**config.mk**
```make
export PLATFORM = sky130hd
export DESIGN_NAME = alu_cmd_issuer_flat
export DESIGN_NICKNAME = d
export VERILOG_FILES = /design/src/rtl/alu_cmd_issuer_if.sv /design/src/rtl/alu_cmd_issuer.sv /design/src/flat_wrapper.sv
export SDC_FILE = /design/constraint.sdc
export NUM_CORES = 1
export LEC_CHECK = 0
export ABC_AREA = 0
export CAP_MARGIN = 20
export CORE_MARGIN = 2
export CORE_UTILIZATION = 40
export CTS_CLUSTER_SIZE = 12
export DETAILED_ROUTE_END_ITERATION = 10
export GPL_TIMING_DRIVEN = 0
export HOLD_SLACK_MARGIN = 0.15
export PLACE_DENSITY = 0.67
export SLEW_MARGIN = 20
export SYNTH_ARGS = -nofsm -noshare
export SYNTH_HDL_FRONTEND = slang
export SYNTH_SLANG_ARGS = --single-unit
```
**constraint.sdc**
```tcl
create_clock -name clk -period 2.7 [get_ports clk]
set_input_delay 0.54 -clock clk [delete_from_list [all_inputs] [get_ports clk]]
set_output_delay 0.54 -clock clk [all_outputs]
set_load 0.01 [all_outputs]
```
**src/rtl/alu_cmd_issuer_if.sv**
```systemverilog
// alu_cmd_issuer_if: command, ALU and result channels of the ALU command issuer
interface alu_cmd_issuer_if;
   logic       cmd_valid, cmd_ready, cmd_cin;
   logic [7:0] cmd_a, cmd_b;
   logic [3:0] cmd_s;
   logic [7:0] A, B, F;
   logic       cin;
   logic [3:0] s;
   logic       OVERFLOW, CARRY, ZERO, A_GREATER_B, A_SMALLER_B, A_EQUAL_B;
   logic       res_valid, res_ready;
   logic [7:0] res_F;
   logic [5:0] res_flags;
   logic [3:0] res_s;
   logic       busy;
   modport slave (
      input  cmd_valid, cmd_a, cmd_b, cmd_cin, cmd_s, F,
             OVERFLOW, CARRY, ZERO, A_GREATER_B, A_SMALLER_B, A_EQUAL_B, res_ready,
      output cmd_ready, A, B, cin, s, res_valid, res_F, res_flags, res_s, busy
   );
   modport master (
      output cmd_valid, cmd_a, cmd_b, cmd_cin, cmd_s, F,
             OVERFLOW, CARRY, ZERO, A_GREATER_B, A_SMALLER_B, A_EQUAL_B, res_ready,
      input  cmd_ready, A, B, cin, s, res_valid, res_F, res_flags, res_s, busy
   );
endinterface

```
**src/rtl/alu_cmd_issuer.sv**
```systemverilog
// alu_cmd_issuer: buffers ALU commands, holds operands for the ALU latency, registers the result
module alu_cmd_issuer #(
   parameter int DEPTH   = 4,
   parameter int ALU_LAT = 1
) (
   input logic              clk,
   input logic              rst,
   alu_cmd_issuer_if.slave  io
);
   localparam int AW = $clog2(DEPTH);
   localparam int CW = $clog2(ALU_LAT + 2);
   typedef enum logic [1:0] {IDLE, WAIT, HOLD} state_t;
   state_t          state_q, state_d;
   logic [20:0]     mem [DEPTH];
   logic [AW-1:0]   wr_q, rd_q;
   logic [AW:0]     cnt_q;
   logic [CW-1:0]   wait_q, wait_d;
   logic [20:0]     op_q, op_d;
   logic [17:0]     res_q, res_d;
   logic            res_valid_q, res_valid_d;
   logic            push, pop, capture, empty;
   assign empty        = cnt_q == '0;
   assign io.cmd_ready = cnt_q != (AW+1)'(DEPTH);
   assign push         = io.cmd_valid && io.cmd_ready;
   always_comb begin
      state_d     = state_q;
      wait_d      = wait_q;
      pop         = 1'b0;
      capture     = 1'b0;
      case (state_q)
         IDLE: begin
            pop     = !empty;
            state_d = empty ? IDLE : WAIT;
         end
         WAIT: begin
            capture = wait_q == '0;
            state_d = capture ? HOLD : WAIT;
            wait_d  = capture ? wait_q : wait_q - CW'(1);
         end
         HOLD: begin
            pop     = io.res_ready && !empty;
            state_d = !io.res_ready ? HOLD : empty ? IDLE : WAIT;
         end
         default: state_d = IDLE;
      endcase
      wait_d      = pop ? CW'(ALU_LAT) : wait_d;
      op_d        = pop ? mem[rd_q] : op_q;
      // res_s comes from the held opcode, which is what the ALU is evaluating
      res_d       = capture ? {io.F, io.OVERFLOW, io.CARRY, io.ZERO, io.A_GREATER_B,
                               io.A_SMALLER_B, io.A_EQUAL_B, op_q[3:0]} : res_q;
      res_valid_d = capture ? 1'b1 : (state_q == HOLD && io.res_ready) ? 1'b0 : res_valid_q;
   end
   always_ff @(posedge clk or posedge rst) begin
      if (rst) begin
         state_q     <= IDLE;
         wr_q        <= '0;
         rd_q        <= '0;
         cnt_q       <= '0;
         wait_q      <= '0;
         op_q        <= '0;
         res_q       <= '0;
         res_valid_q <= 1'b0;
      end else begin
         state_q     <= state_d;
         wr_q        <= wr_q + AW'(push);
         rd_q        <= rd_q + AW'(pop);
         cnt_q       <= cnt_q + (AW+1)'(push) - (AW+1)'(pop);
         wait_q      <= wait_d;
         op_q        <= op_d;
         res_q       <= res_d;
         res_valid_q <= res_valid_d;
      end
   end
   always_ff @(posedge clk) if (push) mem[wr_q] <= {io.cmd_a, io.cmd_b, io.cmd_cin, io.cmd_s};
   assign io.A         = op_q[20:13];
   assign io.B         = op_q[12:5];
   assign io.cin       = op_q[4];
   assign io.s         = op_q[3:0];
   assign io.res_F     = res_q[17:10];
   assign io.res_flags = res_q[9:4];
   assign io.res_s     = res_q[3:0];
   assign io.res_valid = res_valid_q;
   assign io.busy      = !empty || state_q != IDLE;
endmodule

```
**src/flat_wrapper.sv**
```systemverilog
// flat-port wrapper written by rule: the top's interface ports become plain ports
module alu_cmd_issuer_flat 
#(
   parameter int DEPTH   = 4,
   parameter int ALU_LAT = 1
)
  (clk, rst, io_cmd_valid, io_cmd_a, io_cmd_b, io_cmd_cin, io_cmd_s, io_F, io_OVERFLOW, io_CARRY, io_ZERO, io_A_GREATER_B, io_A_SMALLER_B, io_A_EQUAL_B, io_res_ready, io_cmd_ready, io_A, io_B, io_cin, io_s, io_res_valid, io_res_F, io_res_flags, io_res_s, io_busy);
  alu_cmd_issuer_if io_i ();
  input logic clk;
  input logic rst;
  input wire logic [$bits(io_i.cmd_valid)-1:0] io_cmd_valid;
  input wire logic [$bits(io_i.cmd_a)-1:0] io_cmd_a;
  input wire logic [$bits(io_i.cmd_b)-1:0] io_cmd_b;
  input wire logic [$bits(io_i.cmd_cin)-1:0] io_cmd_cin;
  input wire logic [$bits(io_i.cmd_s)-1:0] io_cmd_s;
  input wire logic [$bits(io_i.F)-1:0] io_F;
  input wire logic [$bits(io_i.OVERFLOW)-1:0] io_OVERFLOW;
  input wire logic [$bits(io_i.CARRY)-1:0] io_CARRY;
  input wire logic [$bits(io_i.ZERO)-1:0] io_ZERO;
  input wire logic [$bits(io_i.A_GREATER_B)-1:0] io_A_GREATER_B;
  input wire logic [$bits(io_i.A_SMALLER_B)-1:0] io_A_SMALLER_B;
  input wire logic [$bits(io_i.A_EQUAL_B)-1:0] io_A_EQUAL_B;
  input wire logic [$bits(io_i.res_ready)-1:0] io_res_ready;
  output wire logic [$bits(io_i.cmd_ready)-1:0] io_cmd_ready;
  output wire logic [$bits(io_i.A)-1:0] io_A;
  output wire logic [$bits(io_i.B)-1:0] io_B;
  output wire logic [$bits(io_i.cin)-1:0] io_cin;
  output wire logic [$bits(io_i.s)-1:0] io_s;
  output wire logic [$bits(io_i.res_valid)-1:0] io_res_valid;
  output wire logic [$bits(io_i.res_F)-1:0] io_res_F;
  output wire logic [$bits(io_i.res_flags)-1:0] io_res_flags;
  output wire logic [$bits(io_i.res_s)-1:0] io_res_s;
  output wire logic [$bits(io_i.busy)-1:0] io_busy;
  assign io_i.cmd_valid = io_cmd_valid;
  assign io_i.cmd_a = io_cmd_a;
  assign io_i.cmd_b = io_cmd_b;
  assign io_i.cmd_cin = io_cmd_cin;
  assign io_i.cmd_s = io_cmd_s;
  assign io_i.F = io_F;
  assign io_i.OVERFLOW = io_OVERFLOW;
  assign io_i.CARRY = io_CARRY;
  assign io_i.ZERO = io_ZERO;
  assign io_i.A_GREATER_B = io_A_GREATER_B;
  assign io_i.A_SMALLER_B = io_A_SMALLER_B;
  assign io_i.A_EQUAL_B = io_A_EQUAL_B;
  assign io_i.res_ready = io_res_ready;
  assign io_cmd_ready = io_i.cmd_ready;
  assign io_A = io_i.A;
  assign io_B = io_i.B;
  assign io_cin = io_i.cin;
  assign io_s = io_i.s;
  assign io_res_valid = io_i.res_valid;
  assign io_res_F = io_i.res_F;
  assign io_res_flags = io_i.res_flags;
  assign io_res_s = io_i.res_s;
  assign io_busy = io_i.busy;
  alu_cmd_issuer #(.DEPTH(DEPTH), .ALU_LAT(ALU_LAT)) u_core (.clk(clk), .rst(rst), .io(io_i));
endmodule
```
Word-level counts from Yosys, hierarchy flattened
Memories as Yosys holds them, arrays and structs flattened. A register that Yosys moved wholly into a read port is not among the register bits. Cells that the tools add are included.

Latch bits: 0. Register bits after elaboration: 30. Bits of input ports: 39. ROM bits: 0. Bits in writable memories: 84. Memories: 1.

$add $sub $neg: 5. $lt $le $gt $ge: 0. Div/mod/pow operators: 0. Multipliers: 0. Eq/ne operators: 4. Shift-type cells: 0. Bitwise operators: 0. Multiplexer cells: 13. Reductions and logical operators: 12.

Memory list: u_core.mem (words 4, bits a word 21, rd ports 1, clocked after memory_dff 1, write ports 1, line alu_cmd_issuer.sv:14) `logic [20:0] mem [DEPTH];`.

Operators with widths (count): two-way mux 2 bit (5); two-way mux 1 bit (6); one-hot mux 2 bit (3 select lines) (1); nonzero test 2 bit (3); adder 2 x 1 -> 2 bit (2); logical NOT 2 bit (2); adder 3 x 1 -> 3 bit (1); logical AND 1 bit (3); logical NOT 3 bit (1); != test 3 bit (second input constant) (1); subtractor 3 x 1 -> 3 bit (1); == test 2 x 1 -> 1 bit (second input constant) (1); == test 2 bit (second input constant) (1); != test 2 x 1 -> 1 bit (second input constant) (1); one-hot mux 1 bit (2 select lines) (1); AND reduction 2 bit (1); subtractor 2 x 1 -> 2 bit (second input constant) (1); logical NOT 1 bit (1); logical OR 1 bit (1).

Longest topological paths before layout
Gate-level depths: netlist of the first run.

Depth in word-level cells: 6. Mapped depth: 7. Gate-level depth less buffers: 7.

Worst setup path after synthesis of the first run
OpenSTA, ideal clock, no wires.

Path kind: flip-flop to flip-flop. Start point: register u_core.cnt_q[2]. End point: memory u_core.mem[1][0] (enable). Slack: -0.080 ns. Arrival: 2.350 ns. Setup time: 0.430 ns. Data required time: 2.270 ns. Stages on the path, launching flop included: 4. Clock period less this slack: 2.780 ns. Cells stage by stage: dfrtp_1 -> or3b_1 -> nand2_1 -> nor3b_1.

Cells in the longest elaborated chain, start to end: 4.

RTL lines: from (decl) (line alu_cmd_issuer.sv:16) `logic [AW:0] cnt_q;`; from (signal assigned) (line alu_cmd_issuer.sv:67) `cnt_q <= cnt_q + (AW+1)'(push) - (AW+1)'(pop);`; != test 3 bit (line alu_cmd_issuer.sv:23) `assign io.cmd_ready = cnt_q != (AW+1)'(DEPTH);`; net io_cmd_ready (line flat_wrapper.sv:24) `output wire logic [$bits(io_i.cmd_ready)-1:0] io_cmd_ready;`; logical AND 1 bit (line alu_cmd_issuer.sv:24) `assign push = io.cmd_valid && io.cmd_ready;`; two-way mux 1 bit (line alu_cmd_issuer.sv:74) `always_ff @(posedge clk) if (push) mem[wr_q] <= {io.cmd_a, io.cmd_b, io.cmd_cin, io.cmd_s};`; two-way mux 1 bit (implied by the code) (line alu_cmd_issuer.sv:74); to (decl) (line alu_cmd_issuer.sv:14).

The timed path passes the listed nets, and every way through them passes these cells.

Worst setup path in the final report of the first run
Start point: register u_core.cnt_q[0]. End point: output io_busy.

Cells in the longest elaborated chain, start to end: 3.

RTL lines: logical NOT 3 bit (line alu_cmd_issuer.sv:22) `assign empty = cnt_q == '0;`; logical NOT 1 bit (line alu_cmd_issuer.sv:83) `assign io.busy = !empty || state_q != IDLE;`; logical OR 1 bit (line alu_cmd_issuer.sv:83); to (decl) (line flat_wrapper.sv:33) `output wire logic [$bits(io_i.busy)-1:0] io_busy;`.

Every way passes these cells.

==> flow_summary.yaml, run 1 <==
status:
  status: "completed"
routing:
  drt-pass1-iter-count: 5
  route.detailed.vias_per_inst: 4.79
  vias: 2581
  drt_iter0_drc: 104
  detail_route.wl_per_cell_um: 17.2
  antenna_left: 0
  drc: 0
  drt-total-wl_um: 9270
placed_design:
  dp_cells: 507
  hpwl_um: 6050
  gp_congestion: 0.663
  pre_cts_ws_ns: -0.0354
  io_buffers: 80
clock_network:
  cts_buffers: 17
  cts_root_buffer: "clkbuf_16"
  cts_tree: "done"
  clkTransAtPathRegs_ns: 0.05
  clk_path_buf_depth: 2
  insertion_delay_ns: 0.41
  cts_resized: 0
  cts_hold_buf: 0
  h-tree-depth: 4
  post_cts_buffers: 0
  cts.sinks: 135
floorplanning:
  coreArea_mm2: 0.0127
  die_x_um: 118
  start_util: 0.410
  fp.dieArea_mm2: 0.0139
  row_count: 41
  die_y_um: 118
  ios: 81
setup_path:
  slowest_delay_ns: 0.51
  path_cells: "nor3_2, nand2_1, clkdlybuf4s50_1"
  path_max_fanout: 5
  worst_path_max_delay_cell: "clkdlybuf4s50_1"
  worst-path-buf-inv: 1
  worstSetupEndpointType: "output pin"
  critPathTopFamily: "buffers and inverters"
  cp-start-kind: "register"
  critPathRequiredTime_ns: 2.16
  arrival_ns: 1.79
  path_class: "register to output pin"
timing:
  setup_ws_ns: 0.373
  max_freq_ghz: 0.430
  setup_viol: 0
  finalHoldViolCount: 0
  rsz0062_at_grt: "no"
  slew_headroom: 0.482
  period_needed_ns: 2.33
  slew_violations: 0
  skew_ns: 0.00841
  finalCritPeriodShare: 0.862
  worstMarginPinSlew_ns: 0.773
logic_synthesis:
  syn_nets: 292
  syn_inst: 249
  seq_area_frac_synth: 0.731
  synth.distinct_cells: 35
  yosysWarnings: 0
  synth.avg_cell_area_um2: 20.9
  ys_ff_latch: 135
  syn_area_mm2: 0.00520
final_layout:
  diodes: 0
  syn_to_final_growth_pct: 34.0
  drive_above_1_share: 0.294
  nFillCells: 997
  fin_nets: 397
  final_common_cell: "edfxtp_1"
  utilization: 0.550
  final_cell_mix: "84 x edfxtp_1, 80 x clkdlybuf4s50_1, 51 x dfrtp_1"
  fin_cells: 539
pwr:
  power_density_mw_per_mm2: 1250
  vdd_ir_drop_max_v: 0.000536
  power.leakage_uw: 0.00261
global_routing:
  grt.overflow.total: 0
  grt_pass1_wl_um: 15200
  grt_pass1_vias: 2838
  grt_max_degree: 52
  antenna_found_initial: 0
  grt_use_total: 0.146
worst_hold_path:
  min_path_type: "register to register"
run:
  maxCapViolCount: 0
==> kinds of logic after synthesis <==
kind of cell               after synthesis  share of synthesized area
AOI/OAI and AO/OA                        8                    0.00866
xor gates and xnor gates                 6                     0.0101
adders and majority gates                4                     0.0111
buffers and inverters                   16                     0.0219
DFF                                    135                      0.731
muxes                                   60                      0.191
and+or+nand+nor                         20                     0.0272
==> registers in the layout, indices dropped and copies added, names as in the netlist <==
name,flops
u_core.res_q,18
u_core.rd_q,2
u_core.cnt_q,3
u_core.io.res_valid,1
u_core.op_q,21
u_core.wait_q,2
u_core.wr_q,2
u_core.mem,84
u_core.state_q,2
==> worst register-to-register path: cells and delay by family (launching register included) <==
family | cells | cell delay [ns]
AND/OR/NAND/NOR | 3 | 1.03
flip-flops | 1 | 0.41
buffers and inverters | 2 | 0.49
==> per-layer routing <==
layer  routed length [µm]  up-vias  GRT usage
li1                     -     1181          -
met1                 4160     1309      0.181
met2                 4460       76      0.229
met3                  442       15     0.0499
met4                  201        0     0.0753
met5                    0        -          0
==> power breakdown <==
group          internal (µW)  switching (µW)  leakage, µW
registers               2900             317      0.00136
clock network           1690             787     0.000318
logic                   1820            1210     0.000928
==> final timing paths <==
path	start	slack [ns]	cells past startpoint	to
worst max-delay path	u_core.cnt_q[0]$_DFF_PP0_	0.37	3	io_busy
worst min-delay path	u_core.res_q[13]$_DFFE_PP0P_	0.50	1	u_core.res_q[13]$_DFFE_PP0P_
worst max register to register	u_core.cnt_q[2]$_DFF_PP0_	0.48	5	u_core.mem[0][18]$_DFFE_PP_
worst min register to register	u_core.res_q[13]$_DFFE_PP0P_	0.50	1	u_core.res_q[13]$_DFFE_PP0P_
max in group asynchronous	rst	1.66	2	u_core.op_q[4]$_DFFE_PP0P_
min in group asynchronous	rst	0.59	2	u_core.res_q[14]$_DFFE_PP0P_
==> cell type report <==
class	count	area, µm²	area share
flip-flops and latches	135	3800	0.545
multi-input cells	98	1320	0.189
repair buffers	86	868	0.125
clock buffers	24	512	0.0735
well taps	172	215	0.0309
clock inverters	8	140	0.0201
plain buffers	10	91.3	0.0131
inverters	6	25.0	0.00359
==> synthesized netlist by cell type (all sizes together) <==
library cell | count | share of area
nand3b | 1 | 0.0014
nor3 | 3 | 0.0060
a211oi | 1 | 0.0014
dfrtp | 51 | 0.25
buf | 9 | 0.017
nor4b | 1 | 0.0017
inv | 6 | 0.0043
ha | 3 | 0.0072
clkbuf | 1 | 0.00072
a21oi | 1 | 0.00096
nand2b | 3 | 0.0036
xor2 | 2 | 0.0034
mux2 | 39 | 0.097
nand2 | 3 | 0.0022
mux4 | 21 | 0.093
or3b | 1 | 0.0017
or3 | 1 | 0.0012
o21ai | 5 | 0.0048
and3 | 1 | 0.0012
nor3b | 3 | 0.0053
a22oi | 1 | 0.0014
nor2 | 2 | 0.0014
xnor2 | 4 | 0.0067
and2b | 1 | 0.0014
fa | 1 | 0.0039
edfxtp | 84 | 0.49
==> per-stage QoR <==
stage,total power (µW),TNS [ns],cell area [µm²],hold slack [ns]
2_1_floorplan,5110,0,5210,0.488
6_report,8720,0,6970,0.500
4_1_cts,8840,0,6970,0.505
3_3_place_gp,6170,-63.71,6230,0.487
5_1_grt,9170,0,6970,0.515
3_5_place_dp,6330,-0.0354,6310,0.492
Note: power is estimated with default switching activity, not from simulation.
==> run 2: changes to the inputs <==
--- a/config.mk
+++ b/config.mk
@@ -7,7 +7,6 @@
 export LEC_CHECK = 0
 export ABC_AREA = 0
 export CAP_MARGIN = 20
-export CORE_MARGIN = 2
 export CORE_UTILIZATION = 40
 export CTS_CLUSTER_SIZE = 12
 export DETAILED_ROUTE_END_ITERATION = 10
==> flow_summary.yaml, run 2 (same netlist as run 1, synthesis figures left out) <==
setup_path:
  worstSetupEndpointType: "output pin"
  path_cells: "nor3_2, nand2_1, clkdlybuf4s50_1"
  worst_path_max_delay_cell: "clkdlybuf4s50_1"
  path_class: "register to output pin"
  crit_cells: 3
  arrival_ns: 1.81
  critPathTopFamily: "buffers and inverters"
  path_max_fanout: 5
  critPathRequiredTime_ns: 2.16
  worst-path-buf-inv: 1
  cp-start-kind: "register"
  slowest_delay_ns: 0.50
  ff2ff_path_depth: 7
global_routing:
  antenna_found_initial: 0
  grt.overflow.total: 0
  grt_pass1_wl_um: 14200
  grt_max_degree: 52
  grt_pass1_vias: 2710
  grt_use_total: 0.148
timing:
  period_needed_ns: 2.35
  holdWs_ns: 0.502
  slew_headroom: 0.495
  finalHoldViolCount: 0
  max_freq_ghz: 0.425
  slew_violations: 0
  skew_ns: 0.00662
  finalCritPeriodShare: 0.872
  worstMarginPinSlew_ns: 0.754
  rsz0062_at_grt: "no"
  setup_ws_ns: 0.345
  setup_viol: 0
routing:
  antenna_left: 0
  drc: 0
  drt_iter0_drc: 99
  drt-total-wl_um: 9080
  drt-pass1-iter-count: 4
  vias: 2586
  route.detailed.vias_per_inst: 4.81
  detail_route.wl_per_cell_um: 16.9
final_layout:
  largest_reg_flops: 84
  fin_nets: 396
  final_common_cell: "edfxtp_1"
  fin_area_mm2: 0.00690
  fin_cells: 538
  reg_top3: "u_core.mem x84, u_core.op_q x21, u_core.res_q x18"
  regMostFlops: "u_core.mem"
  final_cell_mix: "84 x edfxtp_1, 80 x clkdlybuf4s50_1, 51 x dfrtp_1"
  syn_to_final_growth_pct: 32.7
  drive_above_1_share: 0.292
  diodes: 0
worst_hold_path:
  min_path_type: "register to register"
  hold_depth: 1
floorplanning:
  coreArea_mm2: 0.0127
  die_x_um: 116
  row_count: 41
  fp.dieArea_mm2: 0.0135
  start_util: 0.410
  die_y_um: 116
  ios: 81
clock_network:
  clkTransAtPathRegs_ns: 0.05
  cts.sinks: 135
  cts_buffers: 17
  cts_hold_buf: 0
  cts_root_buffer: "clkbuf_16"
  cts_resized: 0
  post_cts_buffers: 0
  clk_path_buf_depth: 2
  insertion_delay_ns: 0.41
  cts_tree: "done"
  h-tree-depth: 4
pwr:
  power.leakage_uw: 0.00259
  vdd_ir_drop_max_v: 0.000488
  power_density_mw_per_mm2: 1230
placed_design:
  hpwl_um: 5930
  postPlaceCellArea_mm2: 0.00630
  io_buffers: 80
  gp_congestion: 0.653
  dp_cells: 506
  pre_cts_ws_ns: -0.0433
run:
  maxCapViolCount: 0
status:
  status: "completed"
run 2: cell types whose count changed in the layout (fill, tap and decap cells not counted), sizes merged:
cell,before,now
bufinv,4,2
inv,6,7
buf,15,14
clkinvlp,1,0
clkinv,3,5
run 2: final cells by class:
class / count / area [µm²]
fill: 1015 / 5770
clock buffer: 24 / 503
inverter: 6 / 25.0
multi-input combinational: 98 / 1320
timing repair buffer: 85 / 857
tap: 172 / 215
clock inverter: 8 / 91.3
sequential: 135 / 3800
buffer: 10 / 91.3
run 2: per-layer routing:
layer,share of wire,up-vias,GRT usage
met3,0.059,14,0.0424
met2,0.51,81,0.251
met4,0.015,0,0.0641
li1,-,1172,-
met1,0.41,1319,0.176
met5,0,-,0
run 2: through the flow:
step | util | power, µW | TNS [ns]
final | 0.544 | 8490 | 0
after global routing | 0.544 | 8950 | 0
after CTS | 0.544 | 8610 | 0
after detailed placement | 0.497 | 6310 | -0.0433
after global placement | 0.491 | 6160 | -59.44
after floorplan | - | 5110 | 0
run 2: path summary, 6_finish.rpt:
| path | startpoint | end | slack (ns) |
|---|---|---|---|
| max in group asynchronous | rst | u_core.op_q[9]$_DFFE_PP0P_ | 1.65 |
| max | u_core.cnt_q[0]$_DFF_PP0_ | io_busy | 0.35 |
| max reg2reg | u_core.cnt_q[1]$_DFF_PP0_ | u_core.cnt_q[2]$_DFF_PP0_ | 0.53 |
| min reg2reg | u_core.res_q[11]$_DFFE_PP0P_ | u_core.res_q[11]$_DFFE_PP0P_ | 0.50 |
| min in group asynchronous | rst | u_core.res_q[8]$_DFFE_PP0P_ | 0.59 |
| min | u_core.res_q[11]$_DFFE_PP0P_ | u_core.res_q[11]$_DFFE_PP0P_ | 0.50 |
run 2: where the power goes:
| part | total (µW) | switching [µW] | internal [µW] | leakage [µW] |
|---|---|---|---|---|
| clock network | 2270 | 793 | 1480 | 0.000299 |
| registers | 3220 | 323 | 2900 | 0.00136 |
| logic | 2990 | 1190 | 1810 | 0.000922 |
| total | 8490 | 2310 | 6180 | 0.00259 |
run 2: worst register-to-register path: stages (launching register included):
cell,delay [ns]
dfrtp_1,0.40
or3b_1,0.40
nand2_1,0.24
inv_1,0.13
ha_1,0.22
fa_1,0.38
xnor2_1,0.19
xnor2_1,0.14
